==> src/rtl/loteria_param_if.sv <==
// rtl/loteria_param_if.sv - board-side bus for the parametrised lottery block
interface loteria_param_if #(
    parameter int NUM_DIGITS = 5,
    parameter int DIGIT_W    = 4
);
    logic [DIGIT_W-1:0]            num;
    logic                          insert;
    logic                          finish;
    logic                          key_load;
    logic [NUM_DIGITS*DIGIT_W-1:0] key_in;
    logic [NUM_DIGITS*DIGIT_W-1:0] digits;
    logic [3:0]                    entered;
    logic                          busy;
    logic                          done;
    logic                          win;
    logic [1:0]                    prize;
    logic [3:0]                    match_count;
    logic                          err_invalid;

    modport master (
        output num, insert, finish, key_load, key_in,
        input  digits, entered, busy, done, win, prize, match_count, err_invalid
    );

    modport slave (
        input  num, insert, finish, key_load, key_in,
        output digits, entered, busy, done, win, prize, match_count, err_invalid
    );
endinterface

==> src/rtl/loteria_param.sv <==
// rtl/loteria_param.sv - lottery ticket entry, digit-serial key compare and prize tiering
module loteria_param #(
    parameter int NUM_DIGITS   = 5,
    parameter int DIGIT_W      = 4,
    parameter int MAX_DIGIT    = 9,
    parameter logic [NUM_DIGITS*DIGIT_W-1:0] KEY_DEFAULT = 20'h50967,
    parameter int P1_MATCH     = 4,
    parameter int P2_MATCH     = 3,
    parameter int P2_NEED_LAST = 1
) (
    input  logic           clk,
    input  logic           reset,
    loteria_param_if.slave bus
);
    localparam int KW = NUM_DIGITS * DIGIT_W;
    localparam logic [DIGIT_W-1:0] MAX_D   = DIGIT_W'(MAX_DIGIT);
    localparam logic [3:0]         N4      = 4'(NUM_DIGITS);
    localparam logic [2:0]         LAST_IX = 3'(NUM_DIGITS - 1);
    localparam logic [3:0]         P1_4    = 4'(P1_MATCH);
    localparam logic [3:0]         P2_4    = 4'(P2_MATCH);

    typedef enum logic [1:0] {S_ENTRY, S_READY, S_CHECK, S_RESULT} state_t;

    state_t             state_q, state_d;
    logic [KW-1:0]      digits_q, digits_d;
    logic [KW-1:0]      key_q, key_d;
    logic [3:0]         entered_q, entered_d;
    logic [2:0]         idx_q, idx_d;
    logic [3:0]         acc_q, acc_d;
    logic               last_hit_q, last_hit_d;
    logic [3:0]         match_q, match_d;
    logic [1:0]         prize_q, prize_d;
    logic               err_q, err_d;
    logic               insert_q, finish_q, key_load_q;

    logic               ins_ev, fin_ev, kl_ev;
    logic [DIGIT_W-1:0] cur_digit, cur_key;
    logic               hit;
    logic [3:0]         final_cnt;
    logic [3:0]         entered_inc;
    logic [1:0]         tier;

    assign ins_ev = bus.insert   & ~insert_q;
    assign fin_ev = bus.finish   & ~finish_q;
    assign kl_ev  = bus.key_load & ~key_load_q;

    // Digit 0 lives in the most significant field of both entry and key.
    always_comb begin
        cur_digit = '0;
        cur_key   = '0;
        for (int i = 0; i < NUM_DIGITS; i++) begin
            if (idx_q == 3'(i)) begin
                cur_digit = digits_q[(NUM_DIGITS-1-i)*DIGIT_W +: DIGIT_W];
                cur_key   = key_q[(NUM_DIGITS-1-i)*DIGIT_W +: DIGIT_W];
            end
        end
    end

    assign hit         = (cur_digit == cur_key);
    assign final_cnt   = acc_q + {3'b000, hit};
    assign entered_inc = entered_q + 4'd1;

    // Tier is evaluated on the last compare cycle, using that cycle's hit as last_hit.
    always_comb begin
        tier = 2'd0;
        if (final_cnt == N4) begin
            tier = 2'd3;
        end else if (final_cnt >= P1_4) begin
            tier = 2'd1;
        end else if ((final_cnt >= P2_4) && (hit || (P2_NEED_LAST == 0))) begin
            tier = 2'd2;
        end
    end

    always_comb begin
        state_d    = state_q;
        digits_d   = digits_q;
        key_d      = key_q;
        entered_d  = entered_q;
        idx_d      = idx_q;
        acc_d      = acc_q;
        last_hit_d = last_hit_q;
        match_d    = match_q;
        prize_d    = prize_q;
        err_d      = 1'b0;

        case (state_q)
            S_ENTRY: begin
                if (kl_ev && (entered_q == 4'd0)) begin
                    key_d = bus.key_in;
                end
                if (ins_ev) begin
                    if (bus.num > MAX_D) begin
                        err_d = 1'b1;
                    end else begin
                        for (int i = 0; i < NUM_DIGITS; i++) begin
                            if (entered_q == 4'(i)) begin
                                digits_d[(NUM_DIGITS-1-i)*DIGIT_W +: DIGIT_W] = bus.num;
                            end
                        end
                        entered_d = entered_inc;
                        if (entered_inc == N4) begin
                            state_d = S_READY;
                        end
                    end
                end
            end
            S_READY: begin
                if (fin_ev) begin
                    state_d    = S_CHECK;
                    idx_d      = 3'd0;
                    acc_d      = 4'd0;
                    last_hit_d = 1'b0;
                end
            end
            S_CHECK: begin
                acc_d = final_cnt;
                idx_d = idx_q + 3'd1;
                if (idx_q == LAST_IX) begin
                    last_hit_d = hit;
                    match_d    = final_cnt;
                    prize_d    = tier;
                    state_d    = S_RESULT;
                end
            end
            S_RESULT: begin
                if (ins_ev) begin
                    digits_d  = '0;
                    entered_d = 4'd0;
                    match_d   = 4'd0;
                    prize_d   = 2'd0;
                    state_d   = S_ENTRY;
                end
            end
            default: state_d = S_ENTRY;
        endcase
    end

    always_ff @(posedge clk) begin
        if (reset) begin
            state_q    <= S_ENTRY;
            digits_q   <= '0;
            key_q      <= KEY_DEFAULT;
            entered_q  <= 4'd0;
            idx_q      <= 3'd0;
            acc_q      <= 4'd0;
            last_hit_q <= 1'b0;
            match_q    <= 4'd0;
            prize_q    <= 2'd0;
            err_q      <= 1'b0;
            insert_q   <= 1'b0;
            finish_q   <= 1'b0;
            key_load_q <= 1'b0;
        end else begin
            state_q    <= state_d;
            digits_q   <= digits_d;
            key_q      <= key_d;
            entered_q  <= entered_d;
            idx_q      <= idx_d;
            acc_q      <= acc_d;
            last_hit_q <= last_hit_d;
            match_q    <= match_d;
            prize_q    <= prize_d;
            err_q      <= err_d;
            insert_q   <= bus.insert;
            finish_q   <= bus.finish;
            key_load_q <= bus.key_load;
        end
    end

    assign bus.digits      = digits_q;
    assign bus.entered     = entered_q;
    assign bus.busy        = (state_q == S_CHECK);
    assign bus.done        = (state_q == S_RESULT);
    assign bus.win         = (prize_q != 2'd0);
    assign bus.prize       = prize_q;
    assign bus.match_count = match_q;
    assign bus.err_invalid = err_q;
endmodule

==> src/flat_wrapper.sv <==
// flat-port wrapper written by rule: the top's interface ports become plain ports
module loteria_param_flat 
#(
    parameter int NUM_DIGITS   = 5,
    parameter int DIGIT_W      = 4,
    parameter int MAX_DIGIT    = 9,
    parameter logic [NUM_DIGITS*DIGIT_W-1:0] KEY_DEFAULT = 20'h50967,
    parameter int P1_MATCH     = 4,
    parameter int P2_MATCH     = 3,
    parameter int P2_NEED_LAST = 1
)
  (clk, reset, bus_num, bus_insert, bus_finish, bus_key_load, bus_key_in, bus_digits, bus_entered, bus_busy, bus_done, bus_win, bus_prize, bus_match_count, bus_err_invalid);
  loteria_param_if #(.NUM_DIGITS(NUM_DIGITS), .DIGIT_W(DIGIT_W)) bus_i ();
  input  logic clk;
  input  logic reset;
  input wire logic [$bits(bus_i.num)-1:0] bus_num;
  input wire logic [$bits(bus_i.insert)-1:0] bus_insert;
  input wire logic [$bits(bus_i.finish)-1:0] bus_finish;
  input wire logic [$bits(bus_i.key_load)-1:0] bus_key_load;
  input wire logic [$bits(bus_i.key_in)-1:0] bus_key_in;
  output wire logic [$bits(bus_i.digits)-1:0] bus_digits;
  output wire logic [$bits(bus_i.entered)-1:0] bus_entered;
  output wire logic [$bits(bus_i.busy)-1:0] bus_busy;
  output wire logic [$bits(bus_i.done)-1:0] bus_done;
  output wire logic [$bits(bus_i.win)-1:0] bus_win;
  output wire logic [$bits(bus_i.prize)-1:0] bus_prize;
  output wire logic [$bits(bus_i.match_count)-1:0] bus_match_count;
  output wire logic [$bits(bus_i.err_invalid)-1:0] bus_err_invalid;
  assign bus_i.num = bus_num;
  assign bus_i.insert = bus_insert;
  assign bus_i.finish = bus_finish;
  assign bus_i.key_load = bus_key_load;
  assign bus_i.key_in = bus_key_in;
  assign bus_digits = bus_i.digits;
  assign bus_entered = bus_i.entered;
  assign bus_busy = bus_i.busy;
  assign bus_done = bus_i.done;
  assign bus_win = bus_i.win;
  assign bus_prize = bus_i.prize;
  assign bus_match_count = bus_i.match_count;
  assign bus_err_invalid = bus_i.err_invalid;
  loteria_param #(.NUM_DIGITS(NUM_DIGITS), .DIGIT_W(DIGIT_W), .MAX_DIGIT(MAX_DIGIT), .KEY_DEFAULT(KEY_DEFAULT), .P1_MATCH(P1_MATCH), .P2_MATCH(P2_MATCH), .P2_NEED_LAST(P2_NEED_LAST)) u_core (.clk(clk), .reset(reset), .bus(bus_i));
endmodule
==> config.mk <==
export PLATFORM = sky130hd
export DESIGN_NAME = loteria_param_flat
export DESIGN_NICKNAME = d
export VERILOG_FILES = /design/src/rtl/loteria_param_if.sv /design/src/rtl/loteria_param.sv /design/src/flat_wrapper.sv
export SDC_FILE = /design/constraint.sdc
export NUM_CORES = 1
export LEC_CHECK = 0
export CELL_PAD_IN_SITES_DETAIL_PLACEMENT = 1
export CELL_PAD_IN_SITES_GLOBAL_PLACEMENT = 2
export CORE_ASPECT_RATIO = 0.9
export CORE_MARGIN = 5
export CORE_UTILIZATION = 40
export DETAILED_ROUTE_END_ITERATION = 10
export DONT_BUFFER_PORTS = 1
export PLACE_DENSITY_LB_ADDON = 0.12
export SLEW_MARGIN = 20
export SYNTH_ARGS = -nofsm -noshare
export SYNTH_HDL_FRONTEND = slang
export SYNTH_SLANG_ARGS = --single-unit
==> constraint.sdc <==
create_clock -name clk -period 5.6 [get_ports clk]
set_clock_uncertainty 0.1 [all_clocks]
set_input_delay 1.12 -clock clk [delete_from_list [all_inputs] [get_ports clk]]
set_output_delay 1.12 -clock clk [all_outputs]
set_load 0.02 [all_outputs]
==> results.yml <==
logic_synthesis:
  netlist_top_cells_count: "dfxtp_1, nand2_1, nor2_1"
  ys_ff_latch: 63
  synth-adder-area-share_pct: 6.075
  synth_nets: 413
  yosys.area.top_type_share_pct: 40.83
  netlist_top_cells_area: "dfxtp_1, mux2i_1, nand2_1, ha_1, a21oi_1"
  synthXorXnorAreaFrac_pct: 1.985
  muxShareOfSynthArea_pct: 7.128
  avgSynthCellArea_sq_um: 8.372
  synth_edf_count: 0
  synthCells: 369
  yosys.area_share.simple_pct: 23.77
  synth.distinct_cells: 46
  yosys.area.top_type: "dfxtp_1"
  seq_area_frac_synth_pct: 40.83
  syn_area_sq_mm: 0.003089
  synth-async-reset-ratio_pct: 0
  synth_warnings: 0
  ys.flop_type: "dfxtp_1"
  synth_top_family_by_area: "simple AND/OR/NAND/NOR gates"
  synth_most_common_cell: "dfxtp_1"
  synth_compound_area_share_pct: 15.59
timing:
  worst_slack_ns: 1.698
  fin_crit_sh_pct: 69.69
  drv_slew: 0
  finalSetupTns_ns: 0
  hold_viol_final: 0
  tightest_slew_ns: 0.9145
  rsz0062_at_grt: "false"
  slew_headroom_pct: 39.04
  setup_viol: 0
  period_needed_ns: 3.902
  fmax_mhz: 256.2
setup_path:
  endpoint_kind: "register"
  rrSetupSlack_ns: 1.70
  worst_ep_arrival_time_ns: 4.08
  r2r_end: "u_core.bus.prize[1]"
  rr_worst_depth: 14
  crit_type: "register to register"
  required_ns: 5.78
  crit_fanout: 11
  crit_path_start_kind: "register"
  r2r_start: "u_core.idx_q[0]"
global_route:
  met1_usage_pct: 22.99
  first_global_vias: 2656
  use_met3_pct: 7.159
  grt_busiest_layer: "met2"
  overflow: 0
  antenna_found_initial: 0
  grt_use_total_pct: 18.37
  grt_max_degree: 65
  grt_use_met2_pct: 29.46
  grt_pass1_wl_mm: 13.62
floorplan:
  initial_utilization_pct: 40.95
  die_w_um: 102.6
  core_area_sq_mm: 0.007545
  io_pins: 63
  die-area_sq_mm: 0.009583
  row_count: 30
  fp.dieH_um: 93.37
final_layout:
  insertedDiodeCount: 0
  syn2layout_area_growth_pct: 7.898
  nets: 404
  design_area_sq_mm: 0.003333
  drive_above_1_share_pct: 7.397
run:
  max_cap_viol_count: 0
hold_path:
  min-delay-path-class: "register to register"
  hp-start: "u_core.key_q[19]"
  min_path_cells: 2
  holdPathEnd: "u_core.key_q[19]"
clock_network:
  h-tree-depth: 3
  cts.sinks: 63
  clk_pin_slew_worst_paths_ns: 0.07
  clk_latency_ns: 0.34
  post_cts_buffers: 0
  numCtsBuffers: 9
  cts_max_path_buffers: 2
  ctsResizeCount: 0
  cts_tree: "built"
  hold_buffers: 0
  root_buffer: "clkbuf_8"
detailed_routing:
  via_count: 2540
  vias_per_cell: 5.510
  first_iter_violations: 57
  drc: 0
  wl_mm: 8.353
  first_pass_iters: 4
  routedWlPerCell_um: 18.12
  ant_nets: 0
power_and_ir_drop:
  power.density_mw_per_mm2: 282.1
  p_total_uw: 940.2
  leakage_nw: 1.236
  vdd_drop_max_mv: 0.1592
place:
  place_area_sq_mm: 0.003128
  dp_hpwl_mm: 6.056
  dpl_worst_slack_ns: 1.692
  port_buffers: 0
  gp_congestion: 0.7905
outcome:
  outcome: "finished, final reports clean"
## cells in the final DEF, fill, tap and decap left out, types with 2 or more instances in the layout
cell type	n
and3_1	5
nor3b_1	3
a221o_1	2
a22oi_1	3
o32ai_1	2
mux2i_1	22
o21ai_0	5
nor2b_1	11
nand3_1	3
inv_1	13
a221oi_1	5
nand2_1	51
nand3b_1	13
nand4b_1	2
a21oi_2	3
o31ai_1	2
a21oi_1	36
a221oi_2	2
a211o_1	2
nor2_1	46
clkinv_2	3
o21ai_1	2
a211oi_1	2
o211ai_1	2
nor3_1	9
buf_4	2
and2_1	2
dfxtp_1	63
ha_1	15
clkbuf_8	10
clkinvlp_4	2
xor2_1	6
## cells by family (layout without fill, tap and decap cells)
family | count (synthesis) | count (layout)
and+or+nand+nor | 154 | 154
AOI/OAI and AO/OA | 73 | 73
DFF | 63 | 63
buffers and inverters | 35 | 31
muxes | 22 | 22
adders and majority gates | 15 | 15
xor gates and xnor gates | 7 | 7
## where the power goes
part / leakage [nW] / switching (mW) / internal [mW] / total (mW)
Sequential: 0.513 / 0.0159 / 0.464 / 0.480
Combinational: 0.625 / 0.0379 / 0.0268 / 0.0648
Clock: 0.0981 / 0.181 / 0.215 / 0.396
## worst max-delay path by stage
| stage | from | to | slack [ns] | depth (start not counted) |
|---|---|---|---|---|
| after floorplan | u_core.idx_q[0] | u_core.bus.prize[1] | 2.23 | 15 |
| after global placement | u_core.idx_q[0] | u_core.bus.prize[1] | 1.88 | 14 |
| after detailed placement | u_core.idx_q[0] | u_core.bus.prize[1] | 1.69 | 14 |
| after CTS | u_core.idx_q[0] | u_core.bus.prize[1] | 1.68 | 14 |
| after global routing | u_core.idx_q[0] | u_core.bus.prize[1] | 1.36 | 14 |
| final | u_core.idx_q[0] | u_core.bus.prize[1] | 1.70 | 14 |
## worst max-delay path: stages, from the launching register on
cell and delay, ns:
dfxtp_1 0.40, ha_1 0.17, ha_1 0.37, or2_1 0.35, a21oi_1 0.07, a221o_1 0.35, o21a_1 0.11, o32ai_1 0.40
nor3_1 0.13, ha_1 0.22, ha_1 0.22, xnor2_1 0.33, nand2_1 0.09, or4_1 0.40, o21ai_1 0.11
## registers in the layout (all words and copies together), names as in the netlist
name / cells
u_core.bus.prize: 2
u_core.insert_q: 1
u_core.bus.entered: 4
u_core.state_q: 2
u_core.idx_q: 3
u_core.acc_q: 4
u_core.bus.digits: 20
u_core.bus.err_invalid: 1
u_core.bus.match_count: 4
u_core.key_q: 20
u_core.finish_q: 1
u_core.key_load_q: 1
## area by class of cell
class	instances	area, sq um
clock inverter	6	60.06
timing repair buffer	2	15.01
tap	96	120.1
inverter	13	48.80
fill	905	4212
multi-input combinational	271	1690
clock buffer	10	137.6
sequential	63	1261
## per-stage QoR
stage / util, % / std cells / hold WS (ns)
floorplan: - / 369 / 0.3319
global placement: 41.46 / 444 / 0.3437
detailed placement: 41.46 / 444 / 0.3522
CTS: 44.08 / 460 / 0.3622
global route: 44.18 / 461 / 0.3881
finish: 44.18 / 461 / 0.3589
## per-layer routing
layer  share of wire [%]  vias up
li1                    -     1246
met1                  46     1240
met2                  47       44
met3                 6.2       10
met4                0.93        0
met5                   0        -
(Power assumes the default switching activity.)
